===== src/rtl/multi_reg_seq.sv =====
// Load/store-multiple sequencer: moves a masked set of registers to or from
// consecutive memory words, with optional base-register writeback.
module multi_reg_seq (
  input  logic        clk,
  input  logic        rst,
  input  logic        i_start,
  input  logic        i_load,
  input  logic        i_dec,
  input  logic        i_wb,
  input  logic [3:0]  i_addr_rn,
  input  logic [31:0] i_base,
  input  logic [15:0] i_reg_list,
  output logic [3:0]  o_addr_rt,
  input  logic [31:0] i_rt_r,
  output logic [3:0]  o_addr_rd,
  output logic [31:0] o_rd,
  output logic        o_rd_wr_en,
  output logic        o_mem_req,
  output logic        o_mem_we,
  output logic [31:0] o_mem_addr,
  output logic [31:0] o_mem_wdata,
  input  logic        i_mem_ack,
  input  logic [31:0] i_mem_rdata,
  output logic        o_busy,
  output logic        o_done
);

  localparam logic [2:0] ST_IDLE = 3'd0;
  localparam logic [2:0] ST_RD   = 3'd1;
  localparam logic [2:0] ST_MEM  = 3'd2;
  localparam logic [2:0] ST_WR   = 3'd3;
  localparam logic [2:0] ST_BWB  = 3'd4;
  localparam logic [2:0] ST_DONE = 3'd5;

  function automatic logic [4:0] popcount16(input logic [15:0] v);
    logic [4:0] c;
    c = 5'd0;
    for (int i = 0; i < 16; i++) begin
      c = c + {4'd0, v[i]};
    end
    return c;
  endfunction

  function automatic logic [3:0] lowest_set(input logic [15:0] v);
    logic [3:0] idx;
    idx = 4'd0;
    for (int i = 15; i >= 0; i--) begin
      if (v[i]) begin
        idx = i[3:0];
      end else begin
        idx = idx;
      end
    end
    return idx;
  endfunction

  logic [2:0]  state_r, state_s;
  logic        load_r, load_s;
  logic        wb_en_r, wb_en_s;
  logic [3:0]  rn_r, rn_s;
  logic [31:0] wb_val_r, wb_val_s;
  logic [15:0] mask_r, mask_s;
  logic [3:0]  cur_r, cur_s;
  logic [31:0] addr_r, addr_s;

  logic [4:0]  n_s;
  logic [31:0] offset_s;
  logic        more_s;
  logic [3:0]  next_cur_s;
  logic [2:0]  after_xfer_s;

  logic [3:0]  addr_rt_s, addr_rd_s;
  logic [31:0] rd_s;
  logic        rd_wr_en_s, mem_req_s, mem_we_s, busy_s, done_s;

  // Where to go once the current register's transfer is finished.
  always_comb begin
    more_s       = (mask_r != 16'd0);
    next_cur_s   = lowest_set(mask_r);
    after_xfer_s = ST_DONE;
    if (more_s) begin
      after_xfer_s = load_r ? ST_MEM : ST_RD;
    end else begin
      after_xfer_s = wb_en_r ? ST_BWB : ST_DONE;
    end
  end

  // Next-state and next-output computation; all outputs are registered from these.
  always_comb begin
    state_s  = state_r;
    load_s   = load_r;
    wb_en_s  = wb_en_r;
    rn_s     = rn_r;
    wb_val_s = wb_val_r;
    mask_s   = mask_r;
    cur_s    = cur_r;
    addr_s   = addr_r;
    n_s      = popcount16(i_reg_list);
    offset_s = {25'd0, n_s, 2'b00};

    case (state_r)
      ST_IDLE: begin
        if (i_start) begin
          load_s   = i_load;
          rn_s     = i_addr_rn;
          // A loaded base register must keep the loaded value, so no writeback.
          wb_en_s  = i_wb & ~(i_load & i_reg_list[i_addr_rn]);
          wb_val_s = i_dec ? (i_base - offset_s) : (i_base + offset_s);
          addr_s   = i_dec ? (i_base - offset_s) : i_base;
          cur_s    = lowest_set(i_reg_list);
          mask_s   = i_reg_list & ~(16'd1 << lowest_set(i_reg_list));
          if (n_s == 5'd0) begin
            state_s = i_wb ? ST_BWB : ST_DONE;
          end else begin
            state_s = i_load ? ST_MEM : ST_RD;
          end
        end else begin
          state_s = ST_IDLE;
        end
      end
      ST_RD: begin
        state_s = ST_MEM;
      end
      ST_MEM: begin
        if (i_mem_ack && load_r) begin
          state_s = ST_WR;
        end else if (i_mem_ack) begin
          state_s = after_xfer_s;
          addr_s  = addr_r + 32'd4;
          cur_s   = more_s ? next_cur_s : cur_r;
          mask_s  = mask_r & ~(16'd1 << next_cur_s);
        end else begin
          state_s = ST_MEM;
        end
      end
      ST_WR: begin
        state_s = after_xfer_s;
        addr_s  = addr_r + 32'd4;
        cur_s   = more_s ? next_cur_s : cur_r;
        mask_s  = mask_r & ~(16'd1 << next_cur_s);
      end
      ST_BWB: begin
        state_s = ST_DONE;
      end
      ST_DONE: begin
        state_s = ST_IDLE;
      end
      default: begin
        state_s = ST_IDLE;
      end
    endcase

    busy_s     = (state_s != ST_IDLE);
    done_s     = (state_s == ST_DONE);
    mem_req_s  = (state_s == ST_MEM);
    mem_we_s   = (state_s == ST_MEM) & ~load_s;
    rd_wr_en_s = (state_s == ST_WR) | (state_s == ST_BWB);
    addr_rt_s  = (!load_s && (state_s == ST_RD || state_s == ST_MEM)) ? cur_s : 4'd0;
    addr_rd_s  = (state_s == ST_WR) ? cur_s : ((state_s == ST_BWB) ? rn_s : 4'd0);
    // WR is only entered from an acked MEM cycle, so the load data is on i_mem_rdata now.
    rd_s       = (state_s == ST_WR) ? i_mem_rdata : ((state_s == ST_BWB) ? wb_val_s : 32'd0);
  end

  // State, latched command and registered outputs.
  always_ff @(posedge clk) begin
    if (rst) begin
      state_r     <= ST_IDLE;
      load_r      <= 1'b0;
      wb_en_r     <= 1'b0;
      rn_r        <= 4'd0;
      wb_val_r    <= 32'd0;
      mask_r      <= 16'd0;
      cur_r       <= 4'd0;
      addr_r      <= 32'd0;
      o_addr_rt   <= 4'd0;
      o_addr_rd   <= 4'd0;
      o_rd        <= 32'd0;
      o_rd_wr_en  <= 1'b0;
      o_mem_req   <= 1'b0;
      o_mem_we    <= 1'b0;
      o_busy      <= 1'b0;
      o_done      <= 1'b0;
    end else begin
      state_r     <= state_s;
      load_r      <= load_s;
      wb_en_r     <= wb_en_s;
      rn_r        <= rn_s;
      wb_val_r    <= wb_val_s;
      mask_r      <= mask_s;
      cur_r       <= cur_s;
      addr_r      <= addr_s;
      o_addr_rt   <= addr_rt_s;
      o_addr_rd   <= addr_rd_s;
      o_rd        <= rd_s;
      o_rd_wr_en  <= rd_wr_en_s;
      o_mem_req   <= mem_req_s;
      o_mem_we    <= mem_we_s;
      o_busy      <= busy_s;
      o_done      <= done_s;
    end
  end

  assign o_mem_addr  = addr_r;
  // Register-file read data only arrives during MEM, so store data is forwarded directly.
  assign o_mem_wdata = (state_r == ST_MEM && !load_r) ? i_rt_r : 32'd0;

endmodule


===== config.mk =====
export PLATFORM = sky130hd
export DESIGN_NAME = multi_reg_seq
export DESIGN_NICKNAME = d
export VERILOG_FILES = /design/src/rtl/multi_reg_seq.sv
export SDC_FILE = /design/constraint.sdc
export NUM_CORES = 1
export LEC_CHECK = 0
export BUFFER_PORTS_ARGS = -buffer_cell sky130_fd_sc_hd__buf_4
export CORE_ASPECT_RATIO = 0.5
export CORE_MARGIN = 1.5
export CORE_UTILIZATION = 58
export DETAILED_ROUTE_END_ITERATION = 10
export HOLD_SLACK_MARGIN = 0.15
export PLACE_DENSITY = 0.84
export SYNTH_ARGS = -nofsm -noshare
export SYNTH_HDL_FRONTEND = slang
export SYNTH_SLANG_ARGS = --single-unit

===== constraint.sdc =====
create_clock -name clk -period 9.45 [get_ports clk]
set_input_delay 1.89 -clock clk [delete_from_list [all_inputs] [get_ports clk]]
set_output_delay 1.89 -clock clk [all_outputs]
set_load 0.01 [all_outputs]

==> results of run 1 <==
[state kept, by name (all words and copies together), names as in the netlist]
name / flops
cur_r: 4
load_r: 1
mask_r: 16
o_addr_rd: 4
o_addr_rt: 4
o_busy: 1
o_done: 1
o_mem_addr: 32
o_mem_req: 1
o_mem_we: 1
o_rd: 32
o_rd_wr_en: 1
rn_r: 4
state_r: 3
wb_en_r: 1
wb_val_r: 32
[worst max-delay path by stage]
stage | from | endpoint | slack [ps] | depth (start not counted)
2_1_floorplan | i_reg_list[5] | o_rd[23] | 2360 | 21
3_3_place_gp | i_reg_list[5] | o_rd[23] | 1880 | 21
3_5_place_dp | i_reg_list[5] | o_rd[23] | 1720 | 21
4_1_cts | i_reg_list[5] | o_mem_addr[23] | 2070 | 21
5_1_grt | i_reg_list[5] | o_mem_addr[23] | 1660 | 21
6_report | i_reg_list[5] | o_mem_addr[23] | 1960 | 21
[layout make-up]
cell class | count | area [um^2]
clock buffers | 18 | 429
clock inverters | 13 | 171
fillers | 1084 | 3470
inverters | 48 | 180
multi-input cells | 852 | 5470
flip-flops and latches | 138 | 2760
well taps | 198 | 248
repair buffers | 242 | 1820
[critical path: cells and delay by family]
kind,cells,cell delay (ps)
compound gates,3,1130
xor+xnor,1,220
fa+ha+maj,7,3060
buf+inv,5,340
mux,1,110
simple gates,4,1050
[per-stage QoR]
stage / setup slack [ps] / utilization (%) / area, um^2 / total power [uW]
floorplan: 2360 / - / 8700 / 1970
global placement: 1880 / 72.0 / 10500 / 2520
detailed placement: 1720 / 72.0 / 10500 / 2560
CTS: 2070 / 76.2 / 11100 / 3260
global route: 1660 / 76.2 / 11100 / 3510
finish: 1960 / 76.2 / 11100 / 3310
[kinds of logic (layout without fill, tap and decap cells)]
kind of cell	count (synthesis)	count (layout)	share of synthesized area (%)
AOI/OAI and AO/OA	314	314	23.6
xor gates and xnor gates	44	44	4.43
adders and majority gates	28	28	5.06
buffers and inverters	124	321	5.65
DFF	138	138	31.8
muxes	21	21	3.16
and+or+nand+nor	445	445	26.4
[power by group through the flow]
stage | registers, uW | logic, uW | clock network [uW]
2_1_floorplan | 844 | 1130 | 0
3_3_place_gp | 840 | 1680 | 0
3_5_place_dp | 847 | 1710 | 0
4_1_cts | 836 | 1730 | 693
5_1_grt | 856 | 1930 | 720
6_report | 842 | 1780 | 695
[metal layers]
layer,vias to the layer above,global-route usage [%],wire length (um)
li1,4389,-,-
met1,4587,48.9,12100
met2,658,63.3,14400
met3,109,9.72,3500
met4,0,12.5,967
met5,-,0,0
[cells in the final DEF (no fill, tap or decap), drive strengths merged, types with 19 or more instances in the layout]
cell type / netlist / final
o21ai: 70 / 70
a22o: 19 / 19
nor2: 100 / 100
nor3: 27 / 27
or3: 24 / 24
nand3: 37 / 37
buf: 13 / 242
inv: 47 / 49
a211oi: 21 / 21
and2: 44 / 44
o211ai: 19 / 19
xor2: 26 / 26
a21oi: 89 / 89
dfxtp: 138 / 138
nand2: 109 / 109
==> results.md, run 1 <==
- Run status: finished, final reports clean
- Fin cells: 1509
- Share of cells above drive strength 1: 23.4%
- Type of destination of the critical path: flip-flop
- Total power divided by cell area: 299 nW/um^2
- Data arrival, critical path: 7820 ps
- Final setup vio count: 0
- CP most frequent cell: sky130_fd_sc_hd__fa_1
- Cell with the biggest individual delay on the critical path: sky130_fd_sc_hd__a2bb2oi_1
- Buffer count from post-CTS setup fixing: 0
- Proportion of netlist area held by the largest area contributor: 31.8%
- Crit Reg-Reg Endpoint: o_rd[25]
- Relative max-transition margin: 28.3%
- Post-route DRC: 0
- Clock sink count: ~140
- Depth of the most critical reg-to-reg path: 7
- Leak: 0.00457 uW
- Total grt overflow: 0
- Most common cell in the netlist: sky130_fd_sc_hd__dfxtp_1
- Post-cts resize count: 0
- Relative contribution of the clock network to total power: 21.0%
- Worst reg2reg startpoint: state_r[0]
- Buffer depth of the longest clock path: 2
- Minimum period implied by the final worst setup slack: 7490 ps
- Count of placed standard cells including taps: 1478
- Register bit total from synthesis: 138
- TritonCTS clock tree: done
- Upper clock frequency limit: 0.134 GHz
- Part of the total power dissipated in sequential elements: 25.4%
- Cell area after synthesis: 8700 um^2
- Count of standard-cell rows: 31
- Int Power: 1810 uW
- I/O Buffers: 231
- Routed wire length: 30900 um
- Period utilization: between 70% and 80%
- Root buffer cell: sky130_fd_sc_hd__clkbuf_16
- Cell variety after synth: around 80
- Number of warnings reported in the yosys synthesis log: 0
- Final hold vios: 0
- Clk pin slew, worst setup/hold paths: 60 ps
- Number of flops mapped to enable cells by yosys: 0
- Vertical die dimension: 89.6 um
- Worst hold path depth: 2
- Power dissipated by switching net loads: 1500 uW
- Sw Ratio: between 40% and 50%
- Actual transition at the worst max-transition pin: about 1100 ps
- Post-route worst hold slack: 461 ps
- Std-Cell Core Area: 14500 um^2
- Clk_skew: 12.7 ps
- Drt pass-1 iters: 6
- Biggest cell delay along the critical path: 660 ps
- GRT Total Usage: 38.0%
- GP Congestion: 0.969
- Number of I/O pins: 232
- Count of maximum capacitance violations: 0
- Number of buffers added to fix hold violations after cts: 0
- Final setup TNS: 0 ps
- Synthesized Nets: between 1000 and 1500
- Worst voltage drop across the vdd grid: 0.176 mV
- Startpoint class of the critical path: input pin
- Most instantiated cells after synthesis: sky130_fd_sc_hd__dfxtp_1, sky130_fd_sc_hd__nand2_1, sky130_fd_sc_hd__nor2_1
- Fin. max-slew vios: 0
- Area delta synth->final: 27.4%
- H-tree lvl count: 4
- Via count of the first global-routing pass: 8687
- Number of standard cells after synthesis: 1114
- Cells traversed along the worst timing path: buf_4, inv_1, fa_1, inv_1, fa_1, fa_1, inv_1, fa_1, inv_1, ha_1, fa_1, and2_1, o21a_1, ha_1, nor2_1, a2bb2oi_1, nand4_1, nor3_1, xor2_1, mux2i_1, a211oi_1
- Global-route wire length before repair: 46400 um
- Total CTS buffers: 17
- Most used flip-flop cell after synthesis: sky130_fd_sc_hd__dfxtp_1
- Sequential cell area fraction in the yosys report: 31.8%
- Die area: approximately 16000 um^2
- Setup Crit Path Kind: input pin to flip-flop
- Starting Density: between 50% and 60%
- Hold Path End: wb_en_r
- Combinational share of power: 53.6%
- Die Width: 176 um
- Synthesized area divided by synthesized cell count: 7.81 um^2
- Hpwl dp: about 22000 um
- Number of nets still failing antenna checks after routing: 0
- HP Class: flip-flop to flip-flop
- DR iter-0 viols: 1027
- Unrepaired setup endpoints after global routing: no
- Critical Path RT: 9780 ps
- Routed via count: 9743
- Cell type contributing the most total cell area after synthesis: sky130_fd_sc_hd__dfxtp_1
- Final nets: 1450
- Worst R2R Setup Slack: ~5700 ps
- Biggest area contributors in the synthesized netlist: sky130_fd_sc_hd__dfxtp_1, sky130_fd_sc_hd__a21oi_1, sky130_fd_sc_hd__nand2_1
- Average via count per standard cell: 6.46
- Clock Latency Late Sink: between 400 and 500 ps
- Diode count: 0
- Mean routed wirelength per cell: roughly 20 um
- Antenna violations before repair: 1
- Pin count of the biggest net entering global routing: 71
- Min-delay src: wb_en_r
- Crit path max fanout: 10
- Share of flip-flops with an asynchronous set or reset: 0%
Power figures use the tool's default switching activity.
==> run 2: changes to the inputs <==
--- a/config.mk
+++ b/config.mk
@@ -8,10 +8,10 @@
 export BUFFER_PORTS_ARGS = -buffer_cell sky130_fd_sc_hd__buf_4
 export CORE_ASPECT_RATIO = 0.5
 export CORE_MARGIN = 1.5
-export CORE_UTILIZATION = 58
+export CORE_UTILIZATION = 54
 export DETAILED_ROUTE_END_ITERATION = 10
 export HOLD_SLACK_MARGIN = 0.15
-export PLACE_DENSITY = 0.84
+export PLACE_DENSITY = 0.79
 export SYNTH_ARGS = -nofsm -noshare
 export SYNTH_HDL_FRONTEND = slang
 export SYNTH_SLANG_ARGS = --single-unit
==> constraint.sdc (replaced) <==
create_clock -name clk -period 7.45 [get_ports clk]
set_input_delay 1.49 -clock clk [delete_from_list [all_inputs] [get_ports clk]]
set_output_delay 1.49 -clock clk [all_outputs]
set_load 0.01 [all_outputs]
==> run 2 against run 1 <==
Net effect: clock skew shrank 4.3 ps; critical path depth rose by 1; sequential power up 27%; die area up 7.2%; combinational power grew 29%; design area grew 0.20%; wire length grew 1.2%; total power increased by 28%; cell count increased by 0.80%; hold slack lost 2.9 ps; clock-buffer cell count unchanged; first-iteration DRC count increased by 1.1%.
==> results.md, run 2 (synthesis results as in run 1) <==
- Worst hold path depth: 2 (unchanged)
- Run status: finished, final reports clean
- Worst Setup EP: o_rd[22]
- Vertical die dimension: 92.8 um (+3.5%)
- Period utilization: 92.0%
- Routed wire length: 31300 um (+1.2%)
- DR iter-0 viols: 1038 (+1.1%)
- Count of standard-cell rows: 32 (+3.2%)
- Share of cells above drive strength 1: 23.7% (+0.31 points)
- Via count of the first global-routing pass: 8825 (+1.6%)
- Combinational share of power: 54.2% (+0.6 points)
- Hpwl dp: 22700 um (+2.5%)
- Worst voltage drop across the vdd grid: 0.235 mV (+34%)
- Buffer depth of the longest clock path: 2 (unchanged)
- Upper clock frequency limit: 0.146 GHz
- Die Width: 183 um (+3.6%)
- Total grt overflow: 0 (unchanged)
- Data arrival, critical path: 7160 ps (-660 ps)
- Crit Reg-Reg Endpoint: o_rd[23]
- Critical path startpoint: i_reg_list[5]
- I/O Buffers: 231 (unchanged)
- Depth of the most critical reg-to-reg path: 7 (unchanged)
- Int Power: 2260 uW (+25%)
- Worst reg2reg startpoint: mask_r[0]
- Clock sink count: 138 (unchanged)
- Total power consumption of the routed design: 4240 uW (+28%)
- Post-route DRC: 0 (unchanged)
- Std-Cell Core Area: 15600 um^2 (+7.1%)
- Mean routed wirelength per cell: 20.6 um (+0.37%)
- Pin count of the biggest net entering global routing: 64 (-9.9%)
- Total power divided by cell area: 382 nW/um^2 (+28%)
- Antenna violations before repair: 0 (-1)
- Unrepaired setup endpoints after global routing: no
- Clk pin slew, worst setup/hold paths: 70 ps (about the same)
- Final setup TNS: 0 ps (unchanged)
- HP Class: flip-flop to flip-flop
- Most frequent cells in the layout: sky130_fd_sc_hd__buf_4, sky130_fd_sc_hd__dfxtp_1, sky130_fd_sc_hd__nand2_1
- Fin cells: 1521 (+0.80%)
- Drt pass-1 iters: 8 (+2)
- Number of buffers added to fix hold violations after cts: 0 (unchanged)
- Leak: 0.00458 uW (+0.15%)
- Part of the total power dissipated in sequential elements: 25.2% (-0.2 points)
- Type of destination of the critical path: flip-flop
- TritonCTS clock tree: done
- GRT Total Usage: 36.9% (-1.1 points)
- Average via count per standard cell: 6.32 (-2.1%)
- Leading cell type in the layout, fill and taps excluded: sky130_fd_sc_hd__buf_4
- Area delta synth->final: 27.6%
- Final nets: 1453 (+0.21%)
- Total CTS buffers: 17 (unchanged)
- Relative max-transition margin: 22.4% (-6.0 points)
- Number of inserted filler cells in the final layout: 1306 (+20%)
- Post-cts resize count: 0 (unchanged)
- Number of nets still failing antenna checks after routing: 0 (unchanged)
- Setup Crit Path Kind: input pin to flip-flop
- Die area: 16900 um^2 (+7.2%)
- Number of I/O pins: 232 (unchanged)
- Starting Density: 55.9% (-4.0 points)
- Critical Path RT: 7760 ps (-2020 ps)
- Minimum period implied by the final worst setup slack: roughly 6900 ps
- Clk_skew: 8.43 ps (-4.32 ps)
- Count of placed standard cells including taps: 1487 (+0.61%)
- Clock Latency Late Sink: 440 ps (+20 ps)
- Root buffer cell: sky130_fd_sc_hd__clkbuf_16
- Buffer count from post-CTS setup fixing: 0 (unchanged)
- Core occupancy in the finished layout: 71.3% (-4.9 points)
- Sw Ratio: 46.7% (+1.4 points)
- Relative contribution of the clock network to total power: 20.6% (-0.4 points)
- GP Congestion: 0.974 (+0.60%)
- H-tree lvl count: 4 (unchanged)
- Global-route wire length before repair: 48300 um (+4.2%)
- Count of maximum capacitance violations: 0 (unchanged)
- Final hold vios: 0 (unchanged)
- Power dissipated by switching net loads: 1980 uW (+32%)
- Worst R2R Setup Slack: 3870 ps (-1860 ps)
- Actual transition at the worst max-transition pin: 1150 ps (+77.4 ps)
- Final setup vio count: 0 (unchanged)
- Routed via count: 9616 (-1.3%)
- Startpoint class of the critical path: input pin
- Fin. max-slew vios: 0 (unchanged)
- Crit path max fanout: 9 (-1)
[run 2: cell types whose count changed in the layout (fill, tap and decap cells not counted), sizes merged]
cell | before | now
inv | 49 | 56
clkinv | 6 | 1
buf | 242 | 245
bufinv | 3 | 1
diode | 0 | 2
clkinvlp | 3 | 4
[run 2: per-layer routing]
metal  routed length (um)  vias up  share of wire [%]  track usage, %
met5                    0        -                  0               0
met4                  975        0                3.1            14.4
met3                 3230       94                 10            9.08
met2                14400      594                 46            58.4
met1                12700     4523                 40            48.5
li1                     -     4405                  -               -
[run 2: worst max-delay path, cell delays in order]
cell                      delay (ps)
sky130_fd_sc_hd__buf_4           120
sky130_fd_sc_hd__inv_1            70
sky130_fd_sc_hd__fa_1            530
sky130_fd_sc_hd__inv_1            50
sky130_fd_sc_hd__fa_1            470
sky130_fd_sc_hd__fa_1            550
sky130_fd_sc_hd__inv_1            60
sky130_fd_sc_hd__fa_1            440
sky130_fd_sc_hd__inv_1            80
sky130_fd_sc_hd__ha_1            180
sky130_fd_sc_hd__fa_1            230
sky130_fd_sc_hd__and2_1          160
sky130_fd_sc_hd__o21a_1          190
sky130_fd_sc_hd__inv_1            60
sky130_fd_sc_hd__ha_1            200
sky130_fd_sc_hd__or4b_4          570
sky130_fd_sc_hd__or3_1           500
sky130_fd_sc_hd__nor4b_1         630
sky130_fd_sc_hd__a21oi_1         140
sky130_fd_sc_hd__xnor2_1         160
sky130_fd_sc_hd__mux2i_1         160
sky130_fd_sc_hd__o21ai_0         110
[run 2: layout make-up]
class / instances / area (um^2) / area share (%)
Antenna cell: 2 / 5.00 / 0.0451
Sequential cell: 138 / 2760 / 24.9
Clock buffer: 18 / 439 / 3.96
Multi-Input combinational cell: 852 / 5470 / 49.3
Tap cell: 204 / 255 / 2.30
Timing Repair Buffer: 245 / 1840 / 16.6
Clock inverter: 14 / 149 / 1.34
Inverter: 48 / 180 / 1.62
[run 2: how the worst min path moves through the flow]
stage	end	slack (ps)	start
6_report	o_mem_addr[0]	460	o_mem_addr[0]
5_1_grt	wb_en_r	480	wb_en_r
4_1_cts	o_mem_addr[0]	460	o_mem_addr[0]
3_5_place_dp	o_mem_addr[0]	450	o_mem_addr[0]
3_3_place_gp	wb_en_r	440	wb_en_r
2_1_floorplan	wb_en_r	430	wb_en_r
[run 2: power by group through the flow]
stage	combinational, uW	clock, uW	sequential [uW]
floorplan	1430	0	1070
global placement	2190	0	1070
detailed placement	2220	0	1080
CTS	2240	871	1060
global route	2480	907	1090
finish	2300	872	1070
[run 2: per-stage QoR]
stage	cell area (um^2)	setup slack, ps	hold WS, ps
after detailed placement	10500	284	449
final	11100	596	458
after global routing	11100	359	485
after floorplan	8700	756	429
after global placement	10500	377	440
after CTS	11100	707	458
